File: src/rtl/cic_decim_ctrl.sv
// cic_decim_ctrl
// Run-time sequencer for a variable power-of-two CIC decimator. A CPU
// decimation request is validated, held as pending, and applied only at an
// output-sample boundary. A timeout bounds how long that boundary wait may
// last. Each change flushes the CIC and hides the settling outputs, so
// downstream logic never sees samples from mixed or partially filled
// integrators.
//
// Ports
//   clock          system clock
//   reset_n        asynchronous active-low reset
//   cfg_wr         one-cycle write strobe for cfg_decim
//   cfg_decim      requested decimation
//   cfg_err        one-cycle pulse when a request is rejected (registered)
//   cfg_busy       high when not in RUN or a request is pending (registered)
//   in_strobe      CIC input sample strobe
//   cic_out_strobe CIC output strobe
//   cic_reset      active-high flush to the CIC (registered)
//   decimation     decimation currently applied to the CIC (registered)
//   out_strobe     gated output strobe to downstream (zero added latency)
//   cur_decim_log2 log2 of the applied decimation (registered)
module cic_decim_ctrl #(
    parameter int MD            = 18,
    parameter int MAX_DECIM     = 2048,
    parameter int DEFAULT_DECIM = 256,
    parameter int STAGES        = 5,
    parameter int FLUSH_CYC     = 4,
    parameter int TIMEOUT_MULT  = 2
) (
    input  logic          clock,
    input  logic          reset_n,
    input  logic          cfg_wr,
    input  logic [MD-1:0] cfg_decim,
    output logic          cfg_err,
    output logic          cfg_busy,
    input  logic          in_strobe,
    input  logic          cic_out_strobe,
    output logic          cic_reset,
    output logic [MD-1:0] decimation,
    output logic          out_strobe,
    output logic [4:0]    cur_decim_log2
);

    localparam int TW   = MD + 2;
    localparam int FC_W = $clog2(FLUSH_CYC + 1);
    localparam int SC_W = $clog2(STAGES + 1);
    localparam logic [4:0] DEF_LOG2 = 5'($clog2(DEFAULT_DECIM));

    typedef enum logic [1:0] {
        ST_RUN    = 2'd0,
        ST_WAIT   = 2'd1,
        ST_FLUSH  = 2'd2,
        ST_SETTLE = 2'd3
    } state_t;

    // Non-zero power of two no larger than the biggest supported decimation.
    function automatic logic is_legal(input logic [MD-1:0] v);
        return (v != {MD{1'b0}}) &&
               ((v & (v - MD'(1))) == {MD{1'b0}}) &&
               (v <= MD'(MAX_DECIM));
    endfunction

    // Index of the highest set bit; exact log2 for the power-of-two values stored.
    function automatic logic [4:0] log2_of(input logic [MD-1:0] v);
        logic [4:0] r;
        r = 5'd0;
        for (int i = 0; i < MD; i++) begin
            r = v[i] ? 5'(i) : r;
        end
        return r;
    endfunction

    state_t          state_r, state_next_s;
    logic [FC_W-1:0] flush_cnt_r;
    logic [SC_W-1:0] settle_cnt_r;
    logic [TW-1:0]   tmo_cnt_r;
    logic [TW-1:0]   tmo_inc_s;
    logic [TW-1:0]   tmo_limit_s;
    logic [MD-1:0]   pend_decim_r;
    logic            pend_valid_r;
    logic            pend_valid_next_s;
    logic            busy_next_s;
    logic [MD-1:0]   decimation_r;
    logic [4:0]      log2_r;
    logic            cic_reset_r;
    logic            cfg_err_r;
    logic            cfg_busy_r;
    logic            pass_r;
    logic            legal_s;
    logic            same_s;
    logic            load_s;
    logic            reject_s;
    logic            apply_s;

    // Request decode and timeout arithmetic.
    always_comb begin
        legal_s  = is_legal(cfg_decim);
        // Re-requesting the value already in force while idle is a no-op.
        same_s   = (cfg_decim == decimation_r) && (state_r == ST_RUN) && !pend_valid_r;
        load_s   = cfg_wr && legal_s && !same_s;
        reject_s = cfg_wr && !legal_s;
        tmo_limit_s = TW'(TIMEOUT_MULT) * TW'(decimation_r);
        if (in_strobe && (tmo_cnt_r != {TW{1'b1}})) begin
            tmo_inc_s = tmo_cnt_r + TW'(1);
        end else begin
            tmo_inc_s = tmo_cnt_r;
        end
    end

    // State register.
    always_ff @(posedge clock or negedge reset_n) begin
        if (!reset_n) begin
            state_r <= ST_FLUSH;
        end else begin
            state_r <= state_next_s;
        end
    end

    // Next-state logic.
    always_comb begin
        state_next_s = state_r;
        case (state_r)
            ST_RUN: begin
                if (pend_valid_r) begin
                    state_next_s = ST_WAIT;
                end else begin
                    state_next_s = ST_RUN;
                end
            end
            ST_WAIT: begin
                // Switch on a real sample boundary, or give up waiting once the
                // count of input strobes (including this one) hits the limit.
                if (cic_out_strobe || (tmo_inc_s >= tmo_limit_s)) begin
                    state_next_s = ST_FLUSH;
                end else begin
                    state_next_s = ST_WAIT;
                end
            end
            ST_FLUSH: begin
                if (flush_cnt_r == FC_W'(FLUSH_CYC - 1)) begin
                    state_next_s = ST_SETTLE;
                end else begin
                    state_next_s = ST_FLUSH;
                end
            end
            ST_SETTLE: begin
                if (cic_out_strobe && (settle_cnt_r == SC_W'(STAGES - 1))) begin
                    state_next_s = ST_RUN;
                end else begin
                    state_next_s = ST_SETTLE;
                end
            end
            default: begin
                state_next_s = ST_FLUSH;
            end
        endcase
    end

    // Output decode plus next values feeding the registered status outputs.
    always_comb begin
        apply_s    = (state_r == ST_WAIT) && (state_next_s == ST_FLUSH);
        out_strobe = cic_out_strobe & pass_r;
        // A write on the apply edge becomes the new pending request.
        if (load_s) begin
            pend_valid_next_s = 1'b1;
        end else if (apply_s) begin
            pend_valid_next_s = 1'b0;
        end else begin
            pend_valid_next_s = pend_valid_r;
        end
        busy_next_s = (state_next_s != ST_RUN) | pend_valid_next_s;
    end

    // Flush, settle and timeout counters; each is cleared outside its own state.
    always_ff @(posedge clock or negedge reset_n) begin
        if (!reset_n) begin
            flush_cnt_r  <= {FC_W{1'b0}};
            settle_cnt_r <= {SC_W{1'b0}};
            tmo_cnt_r    <= {TW{1'b0}};
        end else begin
            if ((state_r == ST_FLUSH) && (state_next_s == ST_FLUSH)) begin
                flush_cnt_r <= flush_cnt_r + FC_W'(1);
            end else begin
                flush_cnt_r <= {FC_W{1'b0}};
            end
            if (state_r != ST_SETTLE) begin
                settle_cnt_r <= {SC_W{1'b0}};
            end else if (cic_out_strobe) begin
                settle_cnt_r <= settle_cnt_r + SC_W'(1);
            end else begin
                settle_cnt_r <= settle_cnt_r;
            end
            if (state_r == ST_WAIT) begin
                tmo_cnt_r <= tmo_inc_s;
            end else begin
                tmo_cnt_r <= {TW{1'b0}};
            end
        end
    end

    // Pending request register; the latest legal write wins.
    always_ff @(posedge clock or negedge reset_n) begin
        if (!reset_n) begin
            pend_decim_r <= {MD{1'b0}};
            pend_valid_r <= 1'b0;
        end else begin
            if (load_s) begin
                pend_decim_r <= cfg_decim;
            end else begin
                pend_decim_r <= pend_decim_r;
            end
            pend_valid_r <= pend_valid_next_s;
        end
    end

    // Registered outputs, decoded from the next state so they line up with it.
    always_ff @(posedge clock or negedge reset_n) begin
        if (!reset_n) begin
            decimation_r <= MD'(DEFAULT_DECIM);
            log2_r       <= DEF_LOG2;
            cic_reset_r  <= 1'b1;
            cfg_err_r    <= 1'b0;
            cfg_busy_r   <= 1'b1;
            pass_r       <= 1'b0;
        end else begin
            if (apply_s) begin
                decimation_r <= pend_decim_r;
                log2_r       <= log2_of(pend_decim_r);
            end else begin
                decimation_r <= decimation_r;
                log2_r       <= log2_r;
            end
            cic_reset_r <= (state_next_s == ST_FLUSH);
            cfg_err_r   <= reject_s;
            cfg_busy_r  <= busy_next_s;
            pass_r      <= (state_next_s == ST_RUN) || (state_next_s == ST_WAIT);
        end
    end

    assign cic_reset      = cic_reset_r;
    assign decimation     = decimation_r;
    assign cur_decim_log2 = log2_r;
    assign cfg_err        = cfg_err_r;
    assign cfg_busy       = cfg_busy_r;

endmodule

File: config.mk
export PLATFORM = sky130hd
export DESIGN_NAME = cic_decim_ctrl
export DESIGN_NICKNAME = d
export VERILOG_FILES = /design/src/rtl/cic_decim_ctrl.sv
export SDC_FILE = /design/constraint.sdc
export NUM_CORES = 1
export LEC_CHECK = 0
export ABC_CLOCK_PERIOD_IN_PS = 3700
export CAP_MARGIN = 10
export CORE_ASPECT_RATIO = 1.25
export CORE_MARGIN = 5
export CORE_UTILIZATION = 25
export DETAILED_ROUTE_END_ITERATION = 8
export GPL_ROUTABILITY_DRIVEN = 0
export PLACE_DENSITY = 0.41
export SKIP_LAST_GASP = 1
export SYNTH_ARGS = -nofsm -noshare
export SYNTH_HDL_FRONTEND = slang
export SYNTH_SLANG_ARGS = --single-unit
File: constraint.sdc
create_clock -name clock -period 3.7 [get_ports clock]
set_input_delay 0.925 -clock clock [delete_from_list [all_inputs] [get_ports clock]]
set_output_delay 0.925 -clock clock [all_outputs]
set_load 0.005 [all_outputs]
==> metrics.md, run 1 <==
| Metric | Value |
|---|---|
| Top cells by area, synth | dfrtp_1 (41%), ha_1 (6.9%), mux2_4 (5.4%) |
| Most used DFF post-synth | dfrtp_1 |
| Worst VDD drop | 0.223 mV |
| Routed len/inst | 16.4 um |
| Gate power share | 0.114 |
| Drt pass-1 iters | 5 |
| Fin. max-slew vios | 0 |
| Switching power | 489 uW |
| Commonest non-fill, non-tap cell in the layout | dfrtp_1 |
| Rows | 53 |
| Headroom to the max-slew limit | 0.365 |
| Die Span Y | 155 um |
| Worst EP arrival | 3.87 ns |
| Startpoint Class | register |
| Layout cells sized above 1 | 0.302 |
| Met1 Use GR | 0.147 |
| Status | complete, no violations |
| Final core occ | 0.357 |
| Setup crit start | tmo_cnt_r[0]$_DFF_PN0_ |
| Vias post-DR | 3233 |
| Clock share of power | 0.450 |
| Most used routing layer | met2 |
| Fmax | 274 MHz |
| Crit path time final | 3.65 ns |
| Worst reg2reg setup slack | 0.05 ns |
| ANT cells | 0 |
| Total clock sinks | 74 |
| Area growth, synth to finish | 41.9% |
| Die footprint | 19400 um2 |
| Yosys top cell area share | 0.413 |
| Final setup margin | 0.0485 ns |
| CTS max path bufs | 2 |
| Syn Inst Count | 387 |
| Ys async rst share | 1.00 |
| R2R cell count | 16 |
| CP max FO | 4 |
| Cells on Worst Hold Path | 1 |
| CP endpoint kind | register |
| Initial Util | 0.251 |
| Slew @ Worst Pin | 0.952 ns |
| Sequential power share | 0.437 |
| YS warnings | 0 |
| Number of enable-type register cells in the synthesized netlist | 0 |
| Sw Share | 0.250 |
| Final Cycle Share | 0.987 |
| IO Pins | 50 |
| H-tree levels | 3 |
| R2R Path End | decimation[10]$_DFFE_PN0P_ |
| Synth Cell Area | 4180 um2 |
| Largest net degree at the start of global routing | 75 |
| Critical Path Sink | decimation[10]$_DFFE_PN0P_ |
| Dpl hpwl | 9010 um |
| Pre-CTS setup slack | -0.855 ns |
| Sequential area share after synthesis | 0.444 |
| Endpoints failing hold | 0 |
| Setup CP Type | register to register |
| Crit path required time | 3.92 ns |
| Distinct cell type count after synthesis | 51 |
| Post-Route WL | 12000 um |
| Port bufs | 49 |
| DRC | 0 |
| Max-cap violations | 0 |
| Vias per inst | 4.43 |
| DIE WIDTH | 126 um |
| Min Hold Slack | 0.434 ns |
| Pint | 1.47 mW |
| Total GRT Usage | 0.126 |
| Core region area | 16600 um2 |
| GR Layer Usage met2 | 0.229 |
| Worst r2r src | tmo_cnt_r[0]$_DFF_PN0_ |
| Synth Net Count | 433 |
| RSZ-0062 raised after global routing | true |
| Total power per unit cell area | 330 nW/um2 |
| Worst clock skew | 0.00716 ns |
| Most frequent cells in the layout | dfrtp_1 (69), buf_4 (56), clkdlybuf4s50_1 (47), nor2_1 (33), inv_1 (28) |
| Num CTS Buffers | 9 |
| Vias in the first global route | 3542 |
| Worst Hold Class | register to register |
| Skew-Pair Late Insertion Delay | 0.34 ns |
| Yosys top cell by area | dfrtp_1 |
| CTS clock-pin slew for the worst setup and hold paths | 0.06 ns |
| # hold bufs at CTS | 0 |
| Initial antenna violation count | 0 |
| P_leak | 2.63 nW |
| GRT overflow | 0 |
| Avg Cell Area, Syn | 10.8 um2 |
| Yosys reg bits | 74 |
| Global-route wire length before repair | 18900 um |
| DRT iter0 DRCs | 76 |
| Met3 Resource Use GR | 0.0197 |
| Final setup fails | 0 |
| Root Driver | clkbuf_16 |
| Pwr Total | 1.96 mW |
| Nets | 551 |
| DRT antenna net count | 0 |
| CTS tree | yes |
## per-stage QoR
stage | cell area (um2) | TNS (ns) | cells
CTS | 5790 | 0 | 723
global route | 5940 | -1.29 | 730
detailed placement | 5260 | -20.16 | 697
finish | 5940 | 0 | 730
global placement | 5260 | -20.04 | 697
floorplan | 4200 | 0 | 387
## what timing repair did
action / in CTS / in global routing
gates cloned: 2 / 0
buffers inserted: 9 / 7
gates resized for setup: 28 / 19
pin swaps: 18 / 15
endpoints found under the setup margin: 28 / 24
## layer usage
metal / part of all wire / up-vias
li1: - / 1591
met1: 0.42 / 1575
met2: 0.53 / 47
met3: 0.026 / 20
met4: 0.021 / 0
met5: 0 / -
## final cells by class
| type | count | area [um2] |
|---|---|---|
| Fill cell | 1649 | 10700 |
| Timing Repair Buffer | 112 | 1000 |
| Inverter | 28 | 105 |
| Multi-Input combinational cell | 280 | 2400 |
| Clock inverter | 7 | 70.1 |
| Sequential cell | 74 | 1860 |
| Tap cell | 220 | 275 |
| Clock buffer | 9 | 225 |
## power groups by stage
| stage | clock network, mW | registers (mW) | logic, mW |
|---|---|---|---|
| 2_1_floorplan | 0 | 0.864 | 0.0721 |
| 3_3_place_gp | 0 | 0.870 | 0.215 |
| 3_5_place_dp | 0 | 0.870 | 0.215 |
| 4_1_cts | 0.903 | 0.856 | 0.226 |
| 5_1_grt | 0.938 | 0.857 | 0.246 |
| 6_report | 0.880 | 0.854 | 0.222 |
## how the worst min path moves through the flow
| stage | from | to |
|---|---|---|
| final | flush_cnt_r[0]$_DFF_PN0_ | flush_cnt_r[0]$_DFF_PN0_ |
| after global routing | flush_cnt_r[0]$_DFF_PN0_ | flush_cnt_r[0]$_DFF_PN0_ |
| after CTS | flush_cnt_r[0]$_DFF_PN0_ | flush_cnt_r[0]$_DFF_PN0_ |
| after detailed placement | flush_cnt_r[0]$_DFF_PN0_ | flush_cnt_r[0]$_DFF_PN0_ |
| after global placement | flush_cnt_r[0]$_DFF_PN0_ | flush_cnt_r[0]$_DFF_PN0_ |
| after floorplan | flush_cnt_r[0]$_DFF_PN0_ | flush_cnt_r[0]$_DFF_PN0_ |
## worst max-delay path, stage by stage (launching register included)
cell      delay, ns
dfrtp_1        0.36
ha_2           0.18
and2_4         0.14
nand4_1        0.20
o311ai_4       0.42
buf_4          0.19
buf_6          0.10
xnor2_4        0.13
ha_4           0.24
a211oi_2       0.18
nor2_1         0.08
o41ai_2        0.37
buf_4          0.18
a31o_4         0.25
nand2_8        0.08
buf_12         0.14
mux2_4         0.28
## state kept, by name, indices dropped and copies added, names as in the netlist
register,count
tmo_cnt_r,20
cfg_busy,1
cic_reset,1
state_r,2
decimation,18
pass_r,1
cfg_err,1
pend_valid_r,1
cur_decim_log2,5
settle_cnt_r,3
pend_decim_r,18
flush_cnt_r,3
## cell usage after synthesis, drive strengths merged, types with 3 or more instances
cell type and count:
a211oi 3, a21o 3, a21oi 11, and2 4, buf 4, clkbuf 3
dfrtp 69, dfstp 5, ha 23, inv 28, mux2 32, mux2i 7
nand2 18, nand3 10, nand4 12, nor2 36, nor2b 21, nor3 7
nor4 9, o21a 4, o21ai 6, o41ai 3, or2 3, xnor2 18
xor2 21
## cell families (layout without fill, tap and decap cells)
| logic type | after synthesis | after routing | synth area share |
|---|---|---|---|
| AND/OR/NAND/NOR | 132 | 134 | 0.170 |
| multiplexers | 39 | 39 | 0.116 |
| buffers and inverters | 35 | 156 | 0.0398 |
| AO/OA/AOI/OAI | 43 | 43 | 0.0730 |
| XOR/XNOR | 39 | 39 | 0.0835 |
| flip-flops | 74 | 74 | 0.444 |
| adder cells (fa/ha/maj) | 25 | 25 | 0.0736 |
No activity file was read; power rests on OpenSTA's default activity.
==> run 2: changes to the inputs <==
Settings changed: CTS_CLUSTER_DIAMETER set to 50.
==> results of run 2 <==
Same layout as run 1: the final DEF is identical, and so are final timing and power.
==> run 3: changes to the inputs <==
Settings changed: SKIP_CTS_REPAIR_TIMING set to 1.
==> metrics.md, run 3 (same netlist as run 1, synthesis figures left out) <==
| Metric | Value |
|---|---|
| Port bufs | 49 |
| Vias in the first global route | 3442 |
| Setup TNS Final | 0 ns |
| Vias post-DR | 3219 |
| Endpoints failing hold | 0 |
| Worst stage delay on the critical path | 0.41 ns |
| RSZ-0062 raised after global routing | true |
| DRT antenna net count | 0 |
| Fin. max-slew vios | 0 |
| Most flop-heavy register | tmo_cnt_r |
| Top cell by count, worst path | buf_4 |
| CTS tree | yes |
| Pint | 1.47 mW |
| Final core occ | 0.351 |
| Fmax | 272 MHz |
| Initial antenna violation count | 0 |
| Max reg flops | 20 |
| CTS max path bufs | 2 |
| Placed Instance Area | 5260 um2 |
| Root Driver | clkbuf_16 |
| IO Pins | 50 |
| Crit path time final | 3.67 ns |
| Num CTS Buffers | 9 |
| Final Cycle Share | 0.993 |
| Total clock sinks | 74 |
| Slowest cell on the critical path | o41ai_4 |
| Area growth, synth to finish | 39.7% |
| Post-route design area | 5840 um2 |
| P_leak | 2.59 nW |
| Vias per inst | 4.43 |
| Core region area | 16600 um2 |
| Total GRT Usage | 0.120 |
| Rows | 53 |
| Worst clock skew | 0.00757 ns |
| Final setup fails | 0 |
| Clock share of power | 0.447 |
| Most frequent cells in the layout | dfrtp_1 (69), buf_4 (56), clkdlybuf4s50_1 (47), nor2_1 (35), inv_1 (28) |
| Post-Route WL | 12000 um |
| Total power per unit cell area | 337 nW/um2 |
| Sequential power share | 0.434 |
| Crit path required time | 3.92 ns |
| DIE WIDTH | 126 um |
| Max-cap violations | 0 |
| Pwr Total | 1.97 mW |
| Nets | 548 |
| Drt pass-1 iters | 4 |
| Status | complete, no violations |
| Worst Hold Class | register to register |
| Setup CP Type | input pin to register |
| Worst path cell trace | buf_2 -> and4_4 -> buf_4 -> o311ai_4 -> buf_4 -> buf_4 -> xnor2_2 -> ha_1 -> nand4_1 -> buf_4 -> a21oi_1 -> o41ai_4 -> a31o_4 -> nand2_8 -> buf_4 -> mux2_4 |
| GRT overflow | 0 |
| Largest net degree at the start of global routing | 75 |
| Skew-Pair Late Insertion Delay | 0.34 ns |
| Headroom to the max-slew limit | 0.359 |
| CTS clock-pin slew for the worst setup and hold paths | 0.06 ns |
| Layout cells sized above 1 | 0.286 |
| Worst VDD drop | 0.224 mV |
| Slew @ Worst Pin | 0.962 ns |
| H-tree levels | 3 |
| Sw Share | 0.252 |
| Die footprint | 19400 um2 |
| Routed len/inst | 16.4 um |
| Startpoint Class | input pin |
| CP endpoint kind | register |
| Commonest non-fill, non-tap cell in the layout | dfrtp_1 |
| ANT cells | 0 |
| Die Span Y | 155 um |
| Worst EP arrival | 3.89 ns |
| Global-route wire length before repair | 18200 um |
| Dpl hpwl | 9010 um |
| CP max FO | 4 |
| DRT iter0 DRCs | 67 |
| Switching power | 497 uW |
| Gate power share | 0.119 |
| Initial Util | 0.251 |
| DRC | 0 |
[run 3: cell count changes in the layout (fill, tap and decap cells not counted), sizes merged]
cell / previous run / this run
buf: 65 / 62
[run 3: worst paths after layout]
| check | to | slack, ns | cells past startpoint | startpoint |
|---|---|---|---|---|
| max reg2reg | decimation[0]$_DFFE_PN0P_ | 0.04 | 15 | tmo_cnt_r[6]$_DFF_PN0_ |
| max in group asynchronous | tmo_cnt_r[12]$_DFF_PN0_ | 2.33 | 1 | reset_n |
| max | cur_decim_log2[2]$_DFFE_PN0P_ | 0.03 | 16 | in_strobe |
| min in group asynchronous | pend_decim_r[4]$_DFFE_PN0P_ | 0.74 | 1 | reset_n |
| min reg2reg | flush_cnt_r[0]$_DFF_PN0_ | 0.44 | 1 | flush_cnt_r[0]$_DFF_PN0_ |
| min | flush_cnt_r[0]$_DFF_PN0_ | 0.44 | 1 | flush_cnt_r[0]$_DFF_PN0_ |
[run 3: layout make-up]
class	instances	area [um2]
fill	1650	10800
multi-input combinational	280	2360
inverter	28	105
timing repair buffer	109	952
clock inverter	7	70.1
tap	220	275
clock buffer	9	225
sequential	74	1860
[run 3: per-layer routing]
layer  vias up  global-route usage  part of all wire
met3        14              0.0190             0.021
li1       1584                   -                 -
met4         0              0.0455             0.018
met2        46               0.215              0.54
met5         -                   0                 0
met1      1575               0.145              0.42
[run 3: power groups by stage]
stage / sequential, mW / combinational [mW] / clock [mW]
2_1_floorplan: 0.864 / 0.0721 / 0
3_3_place_gp: 0.870 / 0.215 / 0
3_5_place_dp: 0.870 / 0.215 / 0
4_1_cts: 0.856 / 0.216 / 0.903
5_1_grt: 0.857 / 0.258 / 0.938
6_report: 0.854 / 0.235 / 0.881
[run 3: critical path: cells and delay by family]
family                     cells  cell delay [ns]
xor gates and xnor gates       1             0.14
adders and majority gates      1             0.34
muxes                          1             0.28
and+or+nand+nor                3             0.44
AOI/OAI and AO/OA              4             0.91
buffers and inverters          6             0.84
[run 3: per-stage QoR]
stage	setup slack, ns	cells	hold slack, ns
3_3_place_gp	-0.852	697	0.422
5_1_grt	-0.115	727	0.454
3_5_place_dp	-0.855	697	0.436
4_1_cts	-0.522	713	0.444
6_report	0.0272	727	0.438
2_1_floorplan	0.00623	387	0.409
==> edit 1, RTL diff (settings of run 2) <==
The parameter `FLUSH_CYC` goes from 4 to 8.
--- a/src/rtl/cic_decim_ctrl.sv
+++ b/src/rtl/cic_decim_ctrl.sv
@@ -24,7 +24,7 @@
     parameter int MAX_DECIM     = 2048,
     parameter int DEFAULT_DECIM = 256,
     parameter int STAGES        = 5,
-    parameter int FLUSH_CYC     = 4,
+    parameter int FLUSH_CYC     = 8,
     parameter int TIMEOUT_MULT  = 2
 ) (
     input  logic          clock,
Behaviour: not the same (Yosys sat finds a counterexample within 10 cycles, from zero or initial values and one cycle with reset_n low).
==> edit 1 against run 2 <==
The flow now finishes with violations (negative setup slack); design area fell by 3.0%; worst setup slack got worse by 0.077 ns; fmax fell by 2.1%; synthesized area fell by 1.6%; non-clock buffer count fell by 8; sequential cell count rose by 1; hold slack improved by 0.038 ns; largest power group is now registers; highest routed layer unchanged; utilization fell by 0.12 points; first-iteration DRC count rose by 24%; clock power barely moved; wire length barely moved; power rose by 8.2%.
==> edit 1: results (changes against run 2) <==
Status -> finished, violations left (was finished clean)
Violated checks -> negative setup slack
Later-pin clock latency in the skew report -> 0.34 ns (about the same)
Reg power frac -> 0.433 (was 0.437)
Critical path arrival -> 3.95 ns (was 3.87 ns)
Power Clock -> 879 µW (was 880 µW)
Filler cell count in the final layout -> 1667 (was 1649)
Pwr Density -> 367.8 nW/µm² (was 329.6 nW/µm²)
Post-detailed-route wirelength per cell -> 16.61 µm (was 16.44 µm)
Place WS -> -0.6536 ns (was -0.8550 ns)
Final HPWL DP -> 8830 µm (was 9008 µm)
RR Endpoint -> cur_decim_log2[0] (was decimation[10])
Sequential area share after synthesis -> 0.4573 (was 0.4442)
Leak pwr -> 2.645 nW (was 2.634 nW)
Wire length on met2 -> 6105 µm (was 6409 µm)
Critical path peak fanout -> 7 (was 4)
DP Cell Count -> 694 (was 697)
Worst vdd ir -> 0.1922 mV (was 0.2231 mV)
Synth top cells by count -> dfrtp_1, mux2_1, nor2_1, xnor2_1, inv_1 (was dfrtp_1, nor2_1, inv_1, ha_1, nor2b_1)
Met1 usage -> 0.1570 (was 0.1467)
First-pass GRT wire length -> 19610 µm (was 18870 µm)
Worst setup slack after layout -> -0.02850 ns (was 0.04855 ns)
Synth area leaders -> dfrtp_1, mux2_1, ha_1 (was dfrtp_1, ha_1, mux2_4)
Drt pass-1 iters -> 7 (was 5)
Post-synthesis async set-or-reset flop share -> 1.000 (unchanged)
GR met2 Demand/Resource -> 0.2260 (was 0.2287)
Final setup viols -> 12 (was 0)
Dpl cell area -> 5189 µm² (was 5259 µm²)
Int Pwr -> 1.561 mW (was 1.468 mW)
Met3 Routed Length -> 267 µm (was 313 µm)
Worst reg2reg path depth -> 17 (was 16)
Nets@finish -> 546 (was 551)
Hold WS -> 0.4724 ns (was 0.4344 ns)
M3 GR Usage -> 0.02304 (was 0.01969)
Crit-path max cell delay -> 0.48 ns (was 0.42 ns)
Crit path kind -> flip-flop to flip-flop (unchanged)
Worst Tran Pin Value -> 1.017 ns (was 0.9525 ns)
Setup TNS -> -0.1863 ns (was 0 ns)
Slowest cell on the critical path -> or4_4 (was o311ai_4)
Final Non-Filler Cells -> 722 (was 730)
DR vias -> 3243 (was 3233)
Share of cells above drive strength 1 -> 0.2273 (was 0.3020)
Largest net degree at the start of global routing -> 76 (was 75)
Max reg flops -> 20 (unchanged)
Final setup skew -> 0.006293 ns (was 0.007157 ns)
Met1 WL -> 5292 µm (was 5025 µm)
Yosys cell types -> 48 (was 51)
Syn nets -> 436 (was 433)
Vias in the first global route -> 3632 (was 3542)
Mean Syn Cell Area -> 10.53 µm² (was 10.81 µm²)
GR Util All Layers -> 0.1298 (was 0.1255)
Hold depth -> 1 (unchanged)
Drt initial violations -> 94 (was 76)
## edit 1: changes by cell type in the layout (fill, tap and decap cells not counted), moves of 5 or more
cell / delta
buf_4: -6
xor2_1: -7
and2_1: +19
mux2_2: -14
xnor2_1: +9
mux2_1: +18
nor2b_1: -15
mux2_4: -6
nor2_1: -5
## edit 1: cells by family (layout without fill, tap and decap cells)
family / Yosys count / in the layout / synth area share
buffers and inverters: 34 / 149 / 0.03494
adder cells (fa/ha/maj): 24 / 24 / 0.07171
AND/OR/NAND/NOR: 134 / 134 / 0.1744
AO/OA/AOI/OAI: 47 / 47 / 0.07718
flip-flops: 75 / 75 / 0.4573
multiplexers: 38 / 38 / 0.1015
XOR/XNOR: 39 / 39 / 0.08295
## edit 1: cell type report
class	count	area, µm²	area share
Inverter	29	108.9	0.01890
Clock buffer	10	229.0	0.03976
Sequential cell	75	1883	0.3270
Clock inverter	6	66.31	0.01151
Tap cell	216	270.3	0.04693
Timing Repair Buffer	104	930.9	0.1616
Multi-Input combinational cell	282	2271	0.3943
## edit 1: worst register-to-register path, cell delays in order (launching register included)
cell	delay, ns
dfrtp_1	0.35
ha_2	0.18
nand4_1	0.10
or4_4	0.48
o21ai_4	0.20
nor2_4	0.10
nand4_1	0.14
xnor2_2	0.14
ha_1	0.27
nand4_1	0.12
nor2_1	0.06
o31a_1	0.32
a2111oi_4	0.25
a21boi_2	0.12
o21ai_4	0.21
buf_6	0.13
buf_12	0.12
mux2_4	0.30
## edit 1: what timing repair did
action,CTS,global route
resized for setup,42,3
cloned,2,0
endpoints found under the setup margin,28,29
endpoints found under the hold margin,0,0
buffers inserted,12,2
pin swaps,10,0
==> edit 2, RTL diff (settings of run 2) <==
Made on the original files. The output `cic_reset` loses its register stage (`cic_reset_r` becomes a continuous assignment).
--- a/src/rtl/cic_decim_ctrl.sv
+++ b/src/rtl/cic_decim_ctrl.sv
@@ -218,7 +218,6 @@
         if (!reset_n) begin
             decimation_r <= MD'(DEFAULT_DECIM);
             log2_r       <= DEF_LOG2;
-            cic_reset_r  <= 1'b1;
             cfg_err_r    <= 1'b0;
             cfg_busy_r   <= 1'b1;
             pass_r       <= 1'b0;
@@ -230,12 +229,13 @@
                 decimation_r <= decimation_r;
                 log2_r       <= log2_r;
             end
-            cic_reset_r <= (state_next_s == ST_FLUSH);
             cfg_err_r   <= reject_s;
             cfg_busy_r  <= busy_next_s;
             pass_r      <= (state_next_s == ST_RUN) || (state_next_s == ST_WAIT);
         end
     end
+
+    assign cic_reset_r = (state_next_s == ST_FLUSH);
 
     assign cic_reset      = cic_reset_r;
     assign decimation     = decimation_r;
Function: changed (a bounded check fails within 4 cycles, from zero or initial values and one cycle with reset_n low).
==> edit 2 against run 2 <==
The flow now finishes with violations (negative setup slack); synthesized area down 0.63%; critical path depth fell by 1; sequential cell count decreased by 1; hold slack gained 0.011 ns; utilization is 1.1 points higher; worst setup slack lost 0.63 ns; fmax decreased by 15%; first-iteration DRC count is 7.9% lower; power shrank 3.9%; wire length rose by 2.0%; die area is 0.58% lower; global-route usage increased by 0.46 points; register-to-register slack got worse by 0.12 ns; design area up 0.67%; critical endpoint is now cic_reset.
==> edit 2: results (changes against run 2) <==
Synth Area in Compound Gates -> 0.07345 (was 0.07299)
GR Util All Layers -> 0.1301 (was 0.1255)
Worst setup slack after layout -> -0.5848 ns (was 0.04855 ns)
Pwr Density -> 314.7 nW/µm² (was 329.6 nW/µm²)
Worst vdd ir -> 0.1636 mV (was 0.2231 mV)
Worst reg2reg path depth -> 18 (was 16)
Final setup viols -> 16 (was 0)
Met3 Routed Length -> 306 µm (was 313 µm)
Wire length on met2 -> 6508 µm (was 6409 µm)
Vias in the first global route -> 3685 (was 3542)
Syn nets -> 432 (was 433)
Share of cells above drive strength 1 -> 0.3308 (was 0.3020)
Final HPWL DP -> 9219 µm (was 9008 µm)
Status -> finished, violations left (was finished clean)
Met1 WL -> 5194 µm (was 5025 µm)
Slowest cell on the critical path -> dfrtp_1 (was o311ai_4)
Synth Instances -> 386 (was 387)
Filler cell count in the final layout -> 1675 (was 1649)
Nets@finish -> 561 (was 551)
GR met2 Demand/Resource -> 0.2330 (was 0.2287)
Violated checks -> negative setup slack
Adder-Cell Fraction of Synth Area -> 0.07405 (was 0.07359)
Critical path peak fanout -> 3 (was 4)
Leak pwr -> 2.679 nW (was 2.634 nW)
First-pass GRT wire length -> 19780 µm (was 18870 µm)
## edit 2: worst min path at each step
stage                          end  slack (ns)  cells after the start
floorplan           flush_cnt_r[0]        0.41                      1
global placement    flush_cnt_r[0]        0.42                      1
detailed placement  flush_cnt_r[0]        0.44                      1
CTS                 flush_cnt_r[0]        0.45                      1
global route        flush_cnt_r[0]        0.49                      1
finish              flush_cnt_r[0]        0.44                      1
## edit 2: power breakdown
| part | total, mW | internal [mW] | switching [mW] | leakage (nW) |
|---|---|---|---|---|
| Clock | 0.808 | 0.455 | 0.353 | 0.125 |
| Sequential | 0.841 | 0.821 | 0.0196 | 0.967 |
| Combinational | 0.232 | 0.118 | 0.114 | 1.59 |
## edit 2: cell type report
cell class              count  share of cell area
clock inverters             6            0.007536
well taps                 216             0.04522
inverters                  28             0.01758
flip-flops and latches     73              0.3065
clock buffers              10             0.03831
repair buffers            125              0.1844
multi-input cells         278              0.4005
